--- src/rtl/uart_tx_arbiter.sv ---
// uart_tx_arbiter
//   Shares one uart_tx core between REQ_NUM byte-stream requesters. Round-robin arbitration with
//   packet lock: the granted requester keeps the transmitter until its last byte, or until it has
//   stalled mid-packet for LOCK_TIMEOUT cycles. Each byte is paced against send_en/send_busy.
//
// Ports
//   clk, rst_n   system clock; asynchronous active-low reset
//   req_valid    per-requester byte available
//   req_data     byte lanes, lane i = [i*8 +: 8]
//   req_last     byte on lane i ends its packet
//   req_ready    one-cycle accept strobe, only ever on the owner's lane
//   grant_oh     one-hot current owner, 0 when idle
//   send_en      one-cycle start strobe to uart_tx
//   send_data    byte to uart_tx, held after send_en
//   send_busy    uart_tx frame in progress
//   lock_abort   one-cycle pulse when a stalled lock is forcibly released

module uart_tx_arbiter #(
    parameter int unsigned REQ_NUM      = 2,
    parameter int unsigned LOCK_TIMEOUT = 50000,
    parameter int unsigned BUSY_WAIT    = 4
) (
    input  logic                 clk,
    input  logic                 rst_n,
    input  logic [REQ_NUM-1:0]   req_valid,
    input  logic [REQ_NUM*8-1:0] req_data,
    input  logic [REQ_NUM-1:0]   req_last,
    output logic [REQ_NUM-1:0]   req_ready,
    output logic [REQ_NUM-1:0]   grant_oh,
    output logic                 send_en,
    output logic [7:0]           send_data,
    input  logic                 send_busy,
    output logic                 lock_abort
);

    localparam int unsigned PtrW = (REQ_NUM > 1) ? $clog2(REQ_NUM) : 1;
    localparam int unsigned TmrW = $clog2(LOCK_TIMEOUT + 1);
    localparam int unsigned BwW  = $clog2(BUSY_WAIT + 1);

    typedef enum logic [1:0] {StIdle, StSend, StWaitBusy, StWaitDone} state_e;

    state_e state_q, state_d;

    logic [PtrW-1:0]    ptr_q, ptr_d;
    logic [PtrW-1:0]    owner_q, owner_d;
    logic [REQ_NUM-1:0] grant_q, grant_d;
    logic [TmrW-1:0]    timer_q, timer_d;
    logic [BwW-1:0]     bw_q, bw_d;
    logic               send_en_q, send_en_d;
    logic [7:0]         data_q, data_d;
    logic               last_q, last_d;
    logic               abort_q, abort_d;

    logic               any_valid;
    logic [PtrW-1:0]    winner;
    logic [PtrW-1:0]    ptr_after_owner;
    logic               owner_valid;
    logic               owner_last;
    logic [7:0]         owner_data;
    logic               accept;
    int unsigned        idx;

    assign owner_valid = req_valid[owner_q];
    assign owner_last  = req_last[owner_q];
    assign owner_data  = req_data[{owner_q, 3'b000} +: 8];
    assign accept      = (state_q == StSend) && owner_valid && !send_busy;

    // Released owner drops to lowest priority.
    assign ptr_after_owner = (owner_q == PtrW'(REQ_NUM - 1)) ? '0 : owner_q + 1'b1;

    // First valid requester scanning upward from ptr_q, wrapping at REQ_NUM.
    always_comb begin
        any_valid = 1'b0;
        winner    = '0;
        idx       = 0;
        for (int unsigned i = 0; i < REQ_NUM; i++) begin
            idx = 32'(ptr_q) + i;
            if (idx >= REQ_NUM) begin
                idx = idx - REQ_NUM;
            end
            if (!any_valid && req_valid[PtrW'(idx)]) begin
                any_valid = 1'b1;
                winner    = PtrW'(idx);
            end
        end
    end

    // State register.
    always_ff @(posedge clk or negedge rst_n) begin
        if (!rst_n) begin
            state_q <= StIdle;
        end else begin
            state_q <= state_d;
        end
    end

    // Datapath registers.
    always_ff @(posedge clk or negedge rst_n) begin
        if (!rst_n) begin
            ptr_q     <= '0;
            owner_q   <= '0;
            grant_q   <= '0;
            timer_q   <= '0;
            bw_q      <= '0;
            send_en_q <= 1'b0;
            data_q    <= '0;
            last_q    <= 1'b0;
            abort_q   <= 1'b0;
        end else begin
            ptr_q     <= ptr_d;
            owner_q   <= owner_d;
            grant_q   <= grant_d;
            timer_q   <= timer_d;
            bw_q      <= bw_d;
            send_en_q <= send_en_d;
            data_q    <= data_d;
            last_q    <= last_d;
            abort_q   <= abort_d;
        end
    end

    // Next-state logic.
    always_comb begin
        state_d   = state_q;
        ptr_d     = ptr_q;
        owner_d   = owner_q;
        grant_d   = grant_q;
        timer_d   = timer_q;
        bw_d      = bw_q;
        send_en_d = 1'b0;
        data_d    = data_q;
        last_d    = last_q;
        abort_d   = 1'b0;

        unique case (state_q)
            StIdle: begin
                if (any_valid) begin
                    owner_d = winner;
                    for (int unsigned i = 0; i < REQ_NUM; i++) begin
                        grant_d[i] = (winner == PtrW'(i));
                    end
                    timer_d = '0;
                    state_d = StSend;
                end
            end
            StSend: begin
                if (accept) begin
                    send_en_d = 1'b1;
                    data_d    = owner_data;
                    last_d    = owner_last;
                    timer_d   = '0;
                    bw_d      = '0;
                    state_d   = StWaitBusy;
                end else if (timer_q == TmrW'(LOCK_TIMEOUT - 1)) begin
                    // Owner stalled mid-packet: release the lock so others are not starved.
                    abort_d = 1'b1;
                    ptr_d   = ptr_after_owner;
                    grant_d = '0;
                    timer_d = '0;
                    state_d = StIdle;
                end else begin
                    timer_d = timer_q + 1'b1;
                end
            end
            StWaitBusy: begin
                // Bounded so a missed busy edge cannot hang the arbiter.
                if (send_busy || (bw_q == BwW'(BUSY_WAIT - 1))) begin
                    state_d = StWaitDone;
                end else begin
                    bw_d = bw_q + 1'b1;
                end
            end
            StWaitDone: begin
                if (!send_busy) begin
                    if (last_q) begin
                        ptr_d   = ptr_after_owner;
                        grant_d = '0;
                        state_d = StIdle;
                    end else begin
                        state_d = StSend;
                    end
                end
            end
        endcase
    end

    // Outputs.
    always_comb begin
        req_ready = '0;
        if (accept) begin
            req_ready[owner_q] = 1'b1;
        end
        grant_oh   = grant_q;
        send_en    = send_en_q;
        send_data  = data_q;
        lock_abort = abort_q;
    end

endmodule
--- config.mk ---
export PLATFORM = sky130hd
export DESIGN_NAME = uart_tx_arbiter
export DESIGN_NICKNAME = d
export VERILOG_FILES = /design/src/rtl/uart_tx_arbiter.sv
export SDC_FILE = /design/constraint.sdc
export NUM_CORES = 1
export LEC_CHECK = 0
export BUFFER_PORTS_ARGS = -buffer_cell sky130_fd_sc_hd__buf_4
export CAP_MARGIN = 20
export CORE_MARGIN = 2
export CORE_UTILIZATION = 48
export CTS_BUF_LIST = sky130_fd_sc_hd__clkbuf_8 sky130_fd_sc_hd__clkbuf_16
export DETAILED_ROUTE_END_ITERATION = 8
export PLACE_DENSITY = 0.69
export SLEW_MARGIN = 20
export SYNTH_ARGS = -nofsm -noshare
export SYNTH_HDL_FRONTEND = slang
export SYNTH_SLANG_ARGS = --single-unit
--- constraint.sdc ---
create_clock -name clk -period 2.2 [get_ports clk]
set_input_delay 0.22 -clock clk [delete_from_list [all_inputs] [get_ports clk]]
set_output_delay 0.22 -clock clk [all_outputs]
set_load 0.02 [all_outputs]
**Yosys cells after proc, flatten, opt, wreduce, memory -nomap -nowiden**

Index checks and enable logic that the tools add are counted.
Widths: inputs -> output; s select.

- Register bits: 36
- Word-level logic and storage cells: 104

- $add $sub $neg: 6
- Magnitude comparators: 6
- Eq/ne operators: 14
- Shift-type cells: 1
- Mux-type cells: 47
- Bitwise gates (word level): 1
- Reductions and logical operators: 19

Operators with widths:

| operator | count |
|---|---|
| $mux 16 | 3 |
| $pmux 16 s2 | 1 |
| $mux 1 | 26 |
| $mux 2 | 10 |
| $add 16x1->16 const B | 1 |
| $eq 16x16->1 const B | 1 |
| $shiftx 16x5->8 | 1 |
| $ne 2x2->1 const B | 7 |
| $pmux 2 s4 | 1 |
| $lt 1x2->1 const B | 3 |
| $mux 3 | 2 |
| $pmux 2 s3 | 1 |
| $pmux 3 s2 | 1 |
| $reduce_and 2->1 | 3 |
| $reduce_and 6->1 | 1 |
| $reduce_bool 2->1 | 3 |
| $reduce_and 5->1 | 1 |
| $eq 2x2->1 const B | 2 |
| $logic_and 1x1->1 | 4 |
| $reduce_and 4->1 | 1 |
| $add 3x1->3 const B | 1 |
| $eq 3x2->1 const B | 1 |
| $ne 3x2->1 const B | 1 |
| $reduce_and 3->1 | 1 |
| 15 further kinds | 17 |

**Logic depth before layout (Yosys ltp)**

- Depth in word-level cells: 11
- Depth in mapped cells: 6
- Mapped depth without buffers: 5

**Worst setup path before layout**

Ideal clock, no wire load.

- Path kind: flip-flop to flip-flop
- Start: reg with a tool-made name
- End: reg data_q[0] (netlist: send_data[0])
- Setup time: 71 ps
- Arrival time: 1,772 ps
- Data required time: 2,129 ps
- Path slack: 357 ps
- Stages on the path, launching flop included: 5
- Clock period less this slack: 1,843 ps
- Cell sequence: dfrtp_1 nand2b_1 nor3_1 a222oi_1 inv_1

RTL lines:

| item | line | source |
|---|---|---|
| end signal, assigned | 116 | `data_q <= data_d;` |
| end, declared | 50 | `logic [7:0] data_q, data_d;` |

**Final worst setup path**

- Start: reg timer_q[0]
- End: reg timer_q[7]

- Word-level cells in the longest chain between the ends: 4
- Elaborated cells between the ends (all ways): 5
- Classes of those cells: add/sub: 1; eq/ne: 1; mux: 3

Ends and longest elaborated chain:

| item | line | source |
|---|---|---|
| start, declared | 47 | `logic [TmrW-1:0] timer_q, timer_d;` |
| start signal, assigned | 113 | `timer_q <= timer_d;` |
| $add 16x1->16 or $eq 16x16->1 (tied branches) | 162, 154 |  |
| $mux 16 (*) | 154 | `end else if (timer_q == TmrW'(LOCK_TIMEOUT - 1)) begin` |
| $mux 16 (*) | 147 | `if (accept) begin` |
| $pmux 16 s2 (*) | 135 | `unique case (state_q)` |

Every way passes the cells marked *; elsewhere a longest branch is shown, timed or not.
A chain may end at the register's enable or synchronous reset.

==> flow_metrics.tcl <==
set metrics [dict create \
    num_vias 1739 \
    crit_type "flop to flop" \
    synthArstFlopShare_pct 100.0 \
    synth_area_um2 1947 \
    die_area_um2 4581 \
    crit_fanout 23 \
    report.final.hold_viol_count 0 \
    syn-mean-instance-area_um2 9.686 \
    grt_first_pass_wirelength_um 7762 \
    h-tree-depth 2 \
    areaGrowthSynthToFinish_pct 22.36 \
    slew_headroom_pct 63.30 \
    drc_errors 0 \
    critical_path_arrival_ps 2140 \
    initial_core_util_pct 49.38 \
    cp.required_ps 2410 \
    drive_gt1_share_pct 24.79 \
    port-buffer-count 36 \
    synth_seq_area_share_pct 46.27 \
    crit_family "simple AND/OR/NAND/NOR gates" \
    netlist.area_leader.share_pct 46.27 \
    coreArea_um2 3943 \
    path_cells "ha_1, and3_1, nand4_1, buf_4, or4b_1, o21ai_0" \
    die_w_um 67.69 \
    crit_path_top_delay_cell "or4b_1" \
    grt_max_degree 37 \
    synth_common_cells "dfrtp_1, inv_1, a31oi_1, nand3_1, o21ai_0" \
    cap_viol_max_count 0 \
    cts_tree "yes" \
    setup_slack_ps 269.1 \
    avgRoutedWirePerCell_um 14.98 \
    grt_overflow 0 \
    post-route-period-util_pct 87.77 \
    drt_iter0_markers 142 \
    viasPerCell 5.955 \
    yosys_warnings 0 \
    p_int_mw 1.539 \
    fmax_mhz 517.9 \
    cts.clk_slew.worst_paths_ps 70 \
    whs_ps 151.2 \
    yosysUniqueCellTypes 48 \
    yosys-top-cells-area "dfrtp_1, a31oi_1, inv_1" \
    clockBufferDepth 2 \
    synth_edf_count 0 \
    grt_pass1_vias 1648 \
    place.gp.congestion 0.8303 \
    power_frac_clock_pct 18.2 \
    drtPass1Iterations 5 \
    grt_setup_unrepaired "no" \
    p_comb_share_pct 42.3 \
    cts_resized 0 \
    synth-seq-cells 36 \
    place_inst 283 \
    max-vdd-ir-drop_uv 599.7 \
    switching_share_pct 39.47 \
    synth_nets 227 \
    hpwl_um 3108 \
    diodes 0 \
    p_total_mw 2.542 \
    hold_path.class "primary input to flop" \
    synth_top_area_cell "dfrtp_1" \
    pre_cts_ws_ps 276.7 \
    setup_viol 0 \
    switching_power_mw 1.003 \
    die_h_um 67.69 \
    cts_setup_buffers 0 \
    routed_wl_um 4375 \
    status "finished, final reports clean" \
    path_buf_inv 1 \
    antenna_left 0 \
    clock-sinks 36 \
    io_pins 37 \
    min_period_ps 1931 \
    skew_ps 6.184 \
    max_stage_delay_ps 450 \
    cp-start-kind "flop" \
    setup_tns_ps 0 \
    insertion_delay_ps 280 \
    yosys.cell_count.top_type "dfrtp_1" \
    cts-buffers-inserted 5 \
    finalMaxSlewViolations 0 \
    p_leak_nw 1.114 \
    synthFlopType "dfrtp_1" \
    antenna_found_initial 0 \
    rows 23 \
    synthCells 201 \
    pwr-share-seq_pct 39.4 \
    ctsHoldBuffers 1 \
    grt_usage_pct 22.54 \
    worst_pin_slew_ps 549.1 \
    layoutNonFillerInstCount 292 \
    cp-end-kind "flop" \
    power_density_nw_per_um2 1067 \
    nets 267 \
    clockRootBuffer "clkbuf_8" \
]
==> per-layer routing <==
metal	global-route usage, %	share of wire, %
met5	0	0
met4	6.122	0.57
met3	5.500	6.7
met2	33.58	43
met1	32.52	50
==> path summary, 6_finish.rpt <==
kind | start | endpoint | slack (ps) | depth (start not counted)
max | timer_q[0] | timer_q[7] | 270 | 6
max reg2reg | timer_q[0] | timer_q[7] | 270 | 6
min | req_last[1] | last_q | 150 | 3
max in group asynchronous | rst_n | send_data[2] | 1460 | 2
min reg2reg | send_data[7] | send_data[7] | 500 | 2
min in group asynchronous | rst_n | send_en | 420 | 2
==> cells by family (layout without fill, tap and decap cells) <==
logic type | after synthesis | in the layout | share of synthesized area (%)
flip-flops | 36 | 36 | 46.27
multiplexers | 3 | 3 | 1.542
adder cells (fa/ha/maj) | 3 | 3 | 1.928
AO/OA/AOI/OAI | 60 | 60 | 22.17
AND/OR/NAND/NOR | 63 | 63 | 20.69
buffers and inverters | 36 | 77 | 7.390
==> power by group through the flow <==
stage	Sequential [mW]	Combinational, mW	Clock (mW)
after floorplan	1.07	0.632	0
after global placement	1.00	1.06	0
final	1.00	1.08	0.464
after CTS	0.998	1.08	0.485
after detailed placement	1.00	1.08	0
after global routing	1.03	1.22	0.515
==> sequential cells by signal (all words and copies together), names as in the netlist, named ones only <==
register	count
timer_q	16
lock_abort	1
send_data	8
grant_oh	2
bw_q	3
ptr_q	1
last_q	1
send_en	1
owner_q	1
state_q	1
==> cell usage in the layout (no fill, tap or decap), drive strengths merged, types with 2 or more instances in the layout <==
master and n:
clkbuf 6, a31oi 16, or3 2, inv 27, nand3b 2, and3 2, and4 2, o21ai 11
a21oi 4, nor2 5, nand2 10, a41oi 4, o22ai 4, nor4 2, nor3 6, buf 43
nand3 11, dfrtp 36, mux2i 3, a2111oi 2, a222oi 9, o31ai 2, nand2b 4, ha 3
nand4 5, or4 4, o211ai 2
==> cell type report <==
cell class	instances	area, µm²
inverter	25	93.84
clock inverter	2	7.507
clock buffer	6	82.58
fill	324	1560
sequential	36	900.9
timing repair buffer	44	332.8
tap	50	62.56
multi-input combinational	129	902.1
==> metrics by stage <==
stage,utilization (%),area [µm²]
2_1_floorplan,-,1947
3_5_place_dp,57.89,2282
4_1_cts,60.43,2382
3_3_place_gp,57.89,2282
6_report,60.43,2382
5_1_grt,60.43,2382
==> worst register-to-register path: stages (launching register included) <==
cell and delay, ps:
dfrtp_1 430, ha_1 250, and3_1 210, nand4_1 170
buf_4 270, or4b_1 450, o21ai_0 80
No activity file was read; power rests on OpenSTA's default activity.
